$ cat config.mk
export PLATFORM = sky130hd
export DESIGN_NAME = ifetch_unit
export DESIGN_NICKNAME = d
export VERILOG_FILES = /design/src/rtl/ifetch_unit.sv
export SDC_FILE = /design/constraint.sdc
export NUM_CORES = 1
export LEC_CHECK = 0
export ABC_AREA = 1
export ABC_CLOCK_PERIOD_IN_PS = 14520
export BUFFER_PORTS_ARGS = -buffer_cell sky130_fd_sc_hd__buf_2
export CAP_MARGIN = 20
export CORE_ASPECT_RATIO = 1.75
export CORE_MARGIN = 1.5
export CORE_UTILIZATION = 49
export DETAILED_ROUTE_END_ITERATION = 10
export PLACE_DENSITY = 0.71
export SLEW_MARGIN = 15
export SYNTH_ARGS = -nofsm -noshare
export SYNTH_HDL_FRONTEND = slang
export SYNTH_SLANG_ARGS = --single-unit
$ cat constraint.sdc
create_clock -name clk -period 14.52 [get_ports clk]
set_clock_uncertainty 0.05 [all_clocks]
set_input_delay 2.904 -clock clk [delete_from_list [all_inputs] [get_ports clk]]
set_output_delay 2.904 -clock clk [all_outputs]
set_load 0.005 [all_outputs]
$ cat src/rtl/ifetch_unit.sv
// Instruction fetch stage: owns the PC, issues in-order word reads over a
// valid/ready request port, buffers returned words with their PCs in a small
// FIFO and hands {instr, pc, pc+4} to decode. A redirect reloads the PC,
// flushes both queues and marks every in-flight response for discard.
module ifetch_unit #(
    parameter int unsigned    n        = 32,
    parameter logic [n-1:0]   RESET_PC = '0,
    parameter int unsigned    DEPTH    = 2
) (
    input  logic          clk,
    input  logic          reset,
    output logic          imem_req_valid,
    input  logic          imem_req_ready,
    output logic [n-1:0]  imem_addr,
    input  logic          imem_rsp_valid,
    input  logic [31:0]   imem_rdata,
    input  logic          redirect,
    input  logic [n-1:0]  redirect_pc,
    output logic          id_valid,
    input  logic          id_ready,
    output logic [31:0]   id_instr,
    output logic [n-1:0]  id_pc,
    output logic [n-1:0]  id_pcplus4,
    output logic [5:0]    id_op
);

    localparam int unsigned AW = $clog2(DEPTH);
    localparam int unsigned CW = AW + 1;
    // Wide enough for dropped responses piling up behind repeated redirects.
    localparam int unsigned OW = 8;

    logic [n-1:0]  r_pc;
    logic [31:0]   r_fifo_instr [DEPTH];
    logic [n-1:0]  r_fifo_pc    [DEPTH];
    logic [AW-1:0] r_rd;
    logic [AW-1:0] r_wr;
    logic [CW-1:0] r_count;
    logic [n-1:0]  r_pq [DEPTH];
    logic [AW-1:0] r_pq_rd;
    logic [AW-1:0] r_pq_wr;
    logic [OW-1:0] r_outstanding;
    logic [OW-1:0] r_drop;

    logic          w_acc;
    logic          w_deq;
    logic          w_rsp;
    logic          w_keep;
    logic [OW-1:0] w_live;
    logic [OW-1:0] w_occ_all;
    logic [OW-1:0] w_occ;
    logic [OW-1:0] w_out_next;
    logic [n-1:0]  w_redirect_pc;
    logic [n-1:0]  w_head_pc;

    assign w_redirect_pc = redirect_pc & ~n'(3);
    assign w_live        = r_outstanding - r_drop;
    assign w_occ_all     = OW'(r_count) + w_live;
    assign w_deq         = id_valid & id_ready;
    assign w_occ         = w_occ_all - OW'(w_deq);
    assign w_acc         = imem_req_valid & imem_req_ready;
    assign w_rsp         = imem_rsp_valid & ~reset;
    // Responses landing in a redirect cycle or owed to a drop never enter the FIFO.
    assign w_keep        = w_rsp & ~redirect & (r_drop == '0);
    assign w_out_next    = r_outstanding + OW'(w_acc) - OW'(w_rsp);

    assign imem_req_valid = ~reset & (w_occ < OW'(DEPTH));
    assign imem_addr      = reset ? '0 : r_pc;

    assign id_valid   = ~reset & (r_count != '0);
    assign w_head_pc  = r_fifo_pc[r_rd];
    assign id_instr   = id_valid ? r_fifo_instr[r_rd] : '0;
    assign id_pc      = id_valid ? w_head_pc : '0;
    assign id_pcplus4 = id_valid ? w_head_pc + n'(4) : '0;
    assign id_op      = id_instr[31:26];

    // PC, queue pointers, occupancy and credit/drop counters
    always_ff @(posedge clk) begin
        if (reset) begin
            r_pc          <= RESET_PC;
            r_rd          <= '0;
            r_wr          <= '0;
            r_count       <= '0;
            r_pq_rd       <= '0;
            r_pq_wr       <= '0;
            r_outstanding <= '0;
            r_drop        <= '0;
        end else begin
            r_outstanding <= w_out_next;
            if (redirect) begin
                r_pc    <= w_redirect_pc;
                r_rd    <= '0;
                r_wr    <= '0;
                r_count <= '0;
                r_pq_rd <= '0;
                r_pq_wr <= '0;
                r_drop  <= w_out_next;
            end else begin
                if (w_acc) begin
                    r_pc    <= r_pc + n'(4);
                    r_pq_wr <= r_pq_wr + AW'(1);
                end
                if (w_rsp) begin
                    if (r_drop != '0) begin
                        r_drop <= r_drop - OW'(1);
                    end else begin
                        r_wr    <= r_wr + AW'(1);
                        r_pq_rd <= r_pq_rd + AW'(1);
                    end
                end
                if (w_deq) begin
                    r_rd <= r_rd + AW'(1);
                end
                r_count <= r_count + CW'(w_keep) - CW'(w_deq);
            end
        end
    end

    // Queue storage: PC of each accepted request, and returned instruction entries
    always_ff @(posedge clk) begin
        if (~reset & ~redirect & w_acc) begin
            r_pq[r_pq_wr] <= r_pc;
        end
        if (w_keep) begin
            r_fifo_instr[r_wr] <= imem_rdata;
            r_fifo_pc[r_wr]    <= r_pq[r_pq_rd];
        end
    end

    // Buffered plus live requests can never exceed the buffer size.
    a_no_overflow: assert property (@(posedge clk) disable iff (reset)
        w_occ_all <= OW'(DEPTH));

    // Memory must not answer a request that was never accepted.
    a_no_spurious_rsp: assert property (@(posedge clk) disable iff (reset)
        imem_rsp_valid |-> (r_outstanding != '0));

endmodule
## Word level (Yosys, flattened, before mapping)

Memory sizes are Yosys's and may differ from the RTL's. A register that Yosys moved wholly into a read port is not among the register bits.
Cells that the tools add are included.

- Logic and storage cells: 67
- Bits in writable memories: 192
- Register bits: 54
- Output and inout port bits: 136
- Input port bits: 70
- Memories kept: 3

- $lt $le $gt $ge: 1
- Reductions and logical operators: 9
- Bitwise gates (word level): 12
- Multiplexer cells: 19
- Add/subtract/negate cells: 14

Memories:

| memory | words | width | read ports | clocked after Yosys merged registers in | wr ports | RTL line | RTL |
|---|---|---|---|---|---|---|---|
| r_fifo_instr | 2 | 32 | 1 | 1 | 1 | 33 | `logic [31:0] r_fifo_instr [DEPTH];` |
| r_fifo_pc | 2 | 32 | 1 | 1 | 1 | 34 | `logic [n-1:0] r_fifo_pc [DEPTH];` |
| r_pq | 2 | 32 | 1 | 1 | 1 | 38 | `logic [n-1:0] r_pq [DEPTH];` |

Operators with widths:

| cell | number |
|---|---|
| 32-bit two-way mux | 6 |
| 32-bit by 3-bit adder with 32-bit output (second input constant) | 2 |
| 8-bit two-way mux | 3 |
| 8-bit by 1-bit subtractor with 8-bit output | 2 |
| 1-bit two-way mux | 10 |
| 1-bit AND | 9 |
| 2-bit by 8-bit adder with 8-bit output | 1 |
| 8-bit by 1-bit adder with 8-bit output | 1 |
| 8-bit zero test | 1 |
| 8-bit by 2-bit less-than comparator with 1-bit output (second input constant) | 1 |
| 2-bit nonzero test | 4 |
| 8-bit nonzero test | 1 |
| 8-bit by 1-bit subtractor with 8-bit output (second input constant) | 1 |
| 8-bit subtractor | 1 |
| 1-bit adder (second input constant) | 4 |
| 2-bit AND reduction | 2 |
| 1-bit NOT | 3 |
| 2-bit by 1-bit adder with 2-bit output | 1 |
| 2-bit OR reduction | 1 |
| 2-bit by 1-bit subtractor with 2-bit output | 1 |

## Logic depth before layout (Yosys ltp)

Gate-level depths: netlist of run 1.

- Depth after elaboration: 10
- Mapped depth: 30
- Depth with buffers taken out: 30

## Worst setup path before layout of run 1

No wires, ideal clock.

- Path type: in2out
- Start: input port reset
- End: output port imem_req_valid
- Path slack: 5.886 ns
- Cell stages on the path: 18
- Required time: 11.566 ns
- Buffers on the path: 0
- Arrival time: 5.680 ns
- Cells stage by stage: inv_2 -> o21ai_1 -> clkinv_1 -> nand2_1 -> fa_1 -> inv_1 -> fa_1 -> nor2_4 -> inv_1 -> fa_1 -> inv_1 -> nand3_1 -> nand2_1 -> nand2_1 -> nand2_1 -> nand3_2 -> nor2_4 -> and3_1

- Longest elaborated chain between the ends: 6

Ends and longest elaborated chain:

| what | RTL line | RTL |
|---|---|---|
| from (decl) | 11 | `input logic reset,` |
| 1-bit NOT * | 66, 69 |  |
| 1-bit AND | 69 | `assign id_valid = ~reset & (r_count != '0);` |
| 1-bit AND | 58 | `assign w_deq = id_valid & id_ready;` |
| 8-bit by 1-bit subtractor with 8-bit output | 59 | `assign w_occ = w_occ_all - OW'(w_deq);` |
| 8-bit by 2-bit less-than comparator with 1-bit output | 66 | `assign imem_req_valid = ~reset & (w_occ < OW'(DEPTH));` |
| 1-bit AND * | 66 |  |
| to (decl) | 12 | `output logic imem_req_valid,` |

Mark *: on every way between the ends. The rest lies on a longest branch, timed or not.

## Worst setup path after layout of run 1

Ends and elaborated chain as after synthesis.

==> reports/results.tsv, run 1 <==
metric	value	unit
I/O Pins	206	
vias in the first global route	9476	
synth-to-layout area growth	15.2	%
pwr/cell area	124	nW/µm²
Routability Congestion	0.900	
# diodes	0	
Post-synth EDFFs	184	
crit path launch type	primary input	
Sequential Area	6610	µm²
normalized max-slew margin	28.8	%
CTS tree	done	
Die W	124	µm
kind of critical path	primary input to output port	
CTS root buf	clkbuf_16	
VDD IR-drop max	114	µV
placed cell area	13700	µm²
htree depth	1	
First-pass DRT Iterations	5	
pin count of the biggest net entering global routing	92	
Core Rows	77	
Ys Warns	0	
routed wire length	28.9	mm
CTS Buffer Depth	3	
final hold viol count	0	
initial core utilization	49.6	%
gr usage total	21.9	%
total number of vias	9633	
fin area	14400	µm²
fmax	98.1	MHz
post-route ant nets	0	
RSZ-0062 raised after global routing	no	
Final Max Slew Viols	0	
DRT iter0 DRCs	522	
number of CTS-inserted buffers	22	
Via density	5.10	
Seq cells post-synth	238	
required time of the critical path	11.57	ns
hpwl dp	20.9	mm
crit path DAT	7.24	ns
sequential area share after synthesis	52.9	%
final total power	0.00179	W
MaxCap Viol Count	0	
cell count of the worst reg-to-reg path	30	
Worst-Skew Late Latency	0.51	ns
most common cell after layout, fill and taps aside	nand2_1	
crit path capture type	output port	
cts hold-fix bufs	0	
period utilization	70.2	%
Mapped Area	12500	µm²
Clk pin slew, worst setup/hold paths	0.07	ns
Hold Path Depth	2	
clock sinks	238	
min Tclk post-route	10.20	ns
GRT overflow	0	
final worst slack	4.32	ns
Die ar.	26500	µm²
IO buf count	197	
# resized after CTS	0	
worst slew pin tran	1.07	ns
DIE HEIGHT	214	µm
final setup fails	0	
pre-CTS setup slack	4.33	ns
Most used DFF post-synth	edfxtp_1	
setup_tns	0	ns
Cells after Synth	1378	
crit-path max FO	47	
status	complete, no violations	
unique cell type count in the Yosys netlist	49	
Pleak	6.41	nW
Final Util	57.2	%
Post-Syn Area per Cell	9.06	µm²
area of the multi-input gates	4850	µm²
drt wl/cell	15.3	µm
Fillers	2299	
Core Region	25100	µm²
DR DRC count	0	
global-route wire length before repair	46.0	mm
commonest cells after routing, fill and taps aside	339 x nand2_1, 197 x buf_2, 188 x inv_1, 184 x edfxtp_1, 157 x nor2_1	
Setup Buffers After CTS	0	
share of cells above drive strength 1	22.2	%
initial antenna violation count	1	
Nets	1662	
Hold/Removal Path Class	flip-flop to flip-flop	
Async S/R FF share, synth	0	%
synth_stat cells, types with 15 or more instances:
library cell  instances  share of area (%)
a21oi_1              33                1.3
buf_4                15               0.90
clkbuf_1             20               0.60
dfxtp_1              54                8.7
edfxtp_1            184                 44
ha_1                 28                2.8
inv_1               188                5.7
mux2_2               62                5.6
nand2_1             339                 10
nand3_1              69                2.8
nor2_1              160                4.8
nor3_1               19               0.76
o21ai_0              48                1.9
o21ai_1              24               0.96
xor2_1               18                1.3
registers in the layout (all words and copies together) (netlist names), named ones only:
name	flops
r_fifo_instr	64
r_fifo_pc	60
r_pq	60
r_pc	30
r_drop	8
r_outstanding	8
r_count	2
r_pq_rd	1
r_pq_wr	1
r_rd	1
r_wr	1
area by class of cell:
| class | instances | share of cell area (%) |
|---|---|---|
| timing repair buffer | 208 | 7.43 |
| tap | 316 | 2.75 |
| multi-input combinational | 891 | 33.7 |
| sequential | 238 | 46.0 |
| clock buffer | 24 | 4.03 |
| inverter | 198 | 5.17 |
| clock inverter | 15 | 0.922 |
worst max-delay path, stage by stage:
cell      delay [ns]
buf_2           0.07
buf_4           0.44
inv_2           0.21
buf_4           0.29
o21ai_4         0.09
buf_4           0.37
clkinv_1        0.15
nand2_1         0.18
fa_1            0.43
inv_1           0.09
fa_1            0.45
nor2_4          0.17
inv_1           0.07
fa_1            0.39
inv_1           0.10
nand3_1         0.09
nand2_1         0.08
nand2_1         0.04
nand2_1         0.07
nand3_2         0.09
nor2_4          0.13
and3_1          0.16
buf_2           0.10
power breakdown:
group          total (W)  switching, W  internal (W)
clock           0.000572      0.000247      0.000325
combinational   0.000435      0.000272      0.000163
sequential      0.000783     0.0000230      0.000760
total            0.00179      0.000541       0.00125
layer usage:
metal  part of all wire (%)  global-route usage, %  up-vias
met5                      0                      0        -
met4                    4.9                   10.9        0
met3                    6.7                   2.82       79
met2                     51                   40.5      336
met1                     37                   23.7     4395
li1                       -                      -     4823
final timing paths:
path         slack, ns              to        from
max               4.32  imem_req_valid       reset
min               0.42            r_wr        r_wr
max reg2reg       8.62       r_drop[6]  r_count[0]
min reg2reg       0.42            r_wr        r_wr
kinds of logic (layout without fill, tap and decap cells):
kind of cell | Yosys count | count (layout) | share of synthesized area, %
and+or+nand+nor | 633 | 633 | 21.5
buffers and inverters | 254 | 445 | 8.61
DFF | 238 | 238 | 52.9
AOI/OAI and AO/OA | 129 | 129 | 5.72
muxes | 63 | 63 | 5.67
adders and majority gates | 33 | 33 | 3.61
xor gates and xnor gates | 27 | 27 | 1.89
other | 1 | 6 | 0.0300
through the flow:
| stage | hold WS, ns | instances |
|---|---|---|
| detailed placement | 0.413 | 1851 |
| global route | 0.443 | 1890 |
| floorplan | 0.395 | 1383 |
| CTS | 0.423 | 1890 |
| global placement | 0.403 | 1851 |
| finish | 0.420 | 1890 |
No activity file was read; power rests on OpenSTA's default activity.
==> inputs of run 2 (changes only) <==
Settings changed: ABC_CLOCK_PERIOD_IN_PS 14520 to 10450.
Clock period 14.52 ns to 10.45 ns, I/O delays scaled along.
==> reports/results.tsv, run 2 (synthesized netlist as in run 1, its figures left out) <==
metric	value	unit	change
status	complete, no violations		unchanged
crit path launch type	primary input		unchanged
DR DRC count	0		unchanged
period utilization	74.6	%	
worst slew pin tran	1.03	ns	was 1.07 ns
Routability Congestion	0.901		was 0.900
drt wl/cell	15.5	µm	was 15.3 µm
max FFs per register	64		unchanged
GRT overflow	0		unchanged
# resized after CTS	0		unchanged
worst hold slack	0.434	ns	was 0.420 ns
Non-Filler Instances	1892		was 1890
synth-to-layout area growth	15.3	%	was 15.2%
kind of critical path	primary input to output port		unchanged
most flop-heavy register	r_fifo_instr		unchanged
Clk pin slew, worst setup/hold paths	0.06	ns	was 0.07 ns
global-route wire length before repair	46.4	mm	was 46.0 mm
required time of the critical path	8.31	ns	was 11.57 ns
final setup fails	0		unchanged
RSZ-0062 raised after global routing	no		unchanged
crit path capture type	output port		unchanged
DIE HEIGHT	214	µm	unchanged
number of CTS-inserted buffers	22		unchanged
pin count of the biggest net entering global routing	91		was 92
post-route ant nets	0		unchanged
fmax	128	MHz	
MaxCap Viol Count	0		unchanged
CTS Buffer Depth	3		unchanged
share of cells above drive strength 1	22.3	%	was 22.2%
cts hold-fix bufs	0		unchanged
setup_tns	0	ns	unchanged
DRT iter0 DRCs	565		was 522
First-pass DRT Iterations	5		unchanged
Setup Buffers After CTS	0		unchanged
Core Region	25100	µm²	unchanged
commonest cells after routing, fill and taps aside	339 x nand2_1, 197 x buf_2, 188 x inv_1, 184 x edfxtp_1, 157 x nor2_1		unchanged
normalized max-slew margin	31.1	%	was 28.8%
IO buf count	197		unchanged
clock sinks	238		unchanged
Pleak	6.42	nW	was 6.41 nW
vias in the first global route	9581		was 9476
routed wire length	29.4	mm	was 28.9 mm
I/O Pins	206		unchanged
Nets	1663		was 1662
Worst-Skew Late Latency	0.53	ns	was 0.51 ns
pwr/cell area	173	nW/µm²	was 124 nW/µm²
initial core utilization	49.6	%	unchanged
htree depth	1		unchanged
most common cell after layout, fill and taps aside	nand2_1		unchanged
min Tclk post-route	7.80	ns	
crit-path max FO	26		was 47
CTS tree	done		unchanged
total number of vias	9707		was 9633
Via density	5.13		was 5.10
Die ar.	26500	µm²	unchanged
Die W	124	µm	unchanged
Placed Cells	1852		was 1851
hpwl dp	21.2	mm	was 20.9 mm
gr usage total	22.2	%	was 21.9%
crit path DAT	5.66	ns	was 7.24 ns
VDD IR-drop max	186	µV	was 114 µV
final hold viol count	0		unchanged
# diodes	0		unchanged
CTS root buf	clkbuf_16		unchanged
biggest regs	r_fifo_instr x64, r_fifo_pc x60, r_pq x60		unchanged
Core Rows	77		unchanged
Hold/Removal Path Class	flip-flop to flip-flop		unchanged
initial antenna violation count	1		unchanged
Final Max Slew Viols	0		unchanged
final total power	0.00249	W	was 0.00179 W
run 2: power breakdown:
| part | internal (W) | leakage [nW] | switching, W |
|---|---|---|---|
| sequential | 0.00106 | 2.11 | 0.0000319 |
| clock | 0.000444 | 0.346 | 0.000353 |
| combinational | 0.000227 | 3.96 | 0.000381 |
| total | 0.00173 | 6.42 | 0.000766 |
run 2: path summary, 6_finish.rpt:
check | endpoint | cells after the start | start | slack (ns)
hold reg to reg | r_wr | 2 | r_wr | 0.43
setup reg to reg | r_drop[6] | 29 | r_count[0] | 4.93
hold / removal | r_wr | 2 | r_wr | 0.43
setup / recovery | imem_req_valid | 21 | reset | 2.65
run 2: area by class of cell:
cell class	instances	area, µm²
fill	2275	10800
sequential	238	6610
multi-input combinational	891	4850
timing repair buffer	209	1080
inverter	198	743
clock buffer	27	569
tap	316	395
clock inverter	13	141
run 2: critical path, stage by stage:
cell	delay [ns]
buf_2	0.11
inv_2	0.19
buf_4	0.38
o21ai_4	0.11
clkinv_1	0.07
nand2_1	0.12
fa_1	0.50
inv_1	0.05
fa_1	0.48
nor2_4	0.16
inv_1	0.06
fa_1	0.40
inv_1	0.09
nand3_1	0.09
nand2_1	0.09
nand2_1	0.05
nand2_1	0.08
nand3_2	0.10
nor2_4	0.14
and3_1	0.16
buf_2	0.10
run 2: routing by layer:
metal | vias to the layer above | wire [µm] | track usage [%]
li1 | 4833 | - | -
met1 | 4429 | 10800 | 23.5
met2 | 349 | 15000 | 40.6
met3 | 96 | 1850 | 2.85
met4 | 0 | 1760 | 13.2
met5 | - | 0 | 0
run 2: per-stage QoR:
stage / instance area [µm²] / util (%) / setup slack, ns
6_report: 14400 / 57.2 / 2.65
5_1_grt: 14400 / 57.2 / 2.40
4_1_cts: 14400 / 57.2 / 2.67
3_5_place_dp: 13700 / 54.4 / 2.61
3_3_place_gp: 13700 / 54.4 / 2.71
2_1_floorplan: 12500 / - / 2.99
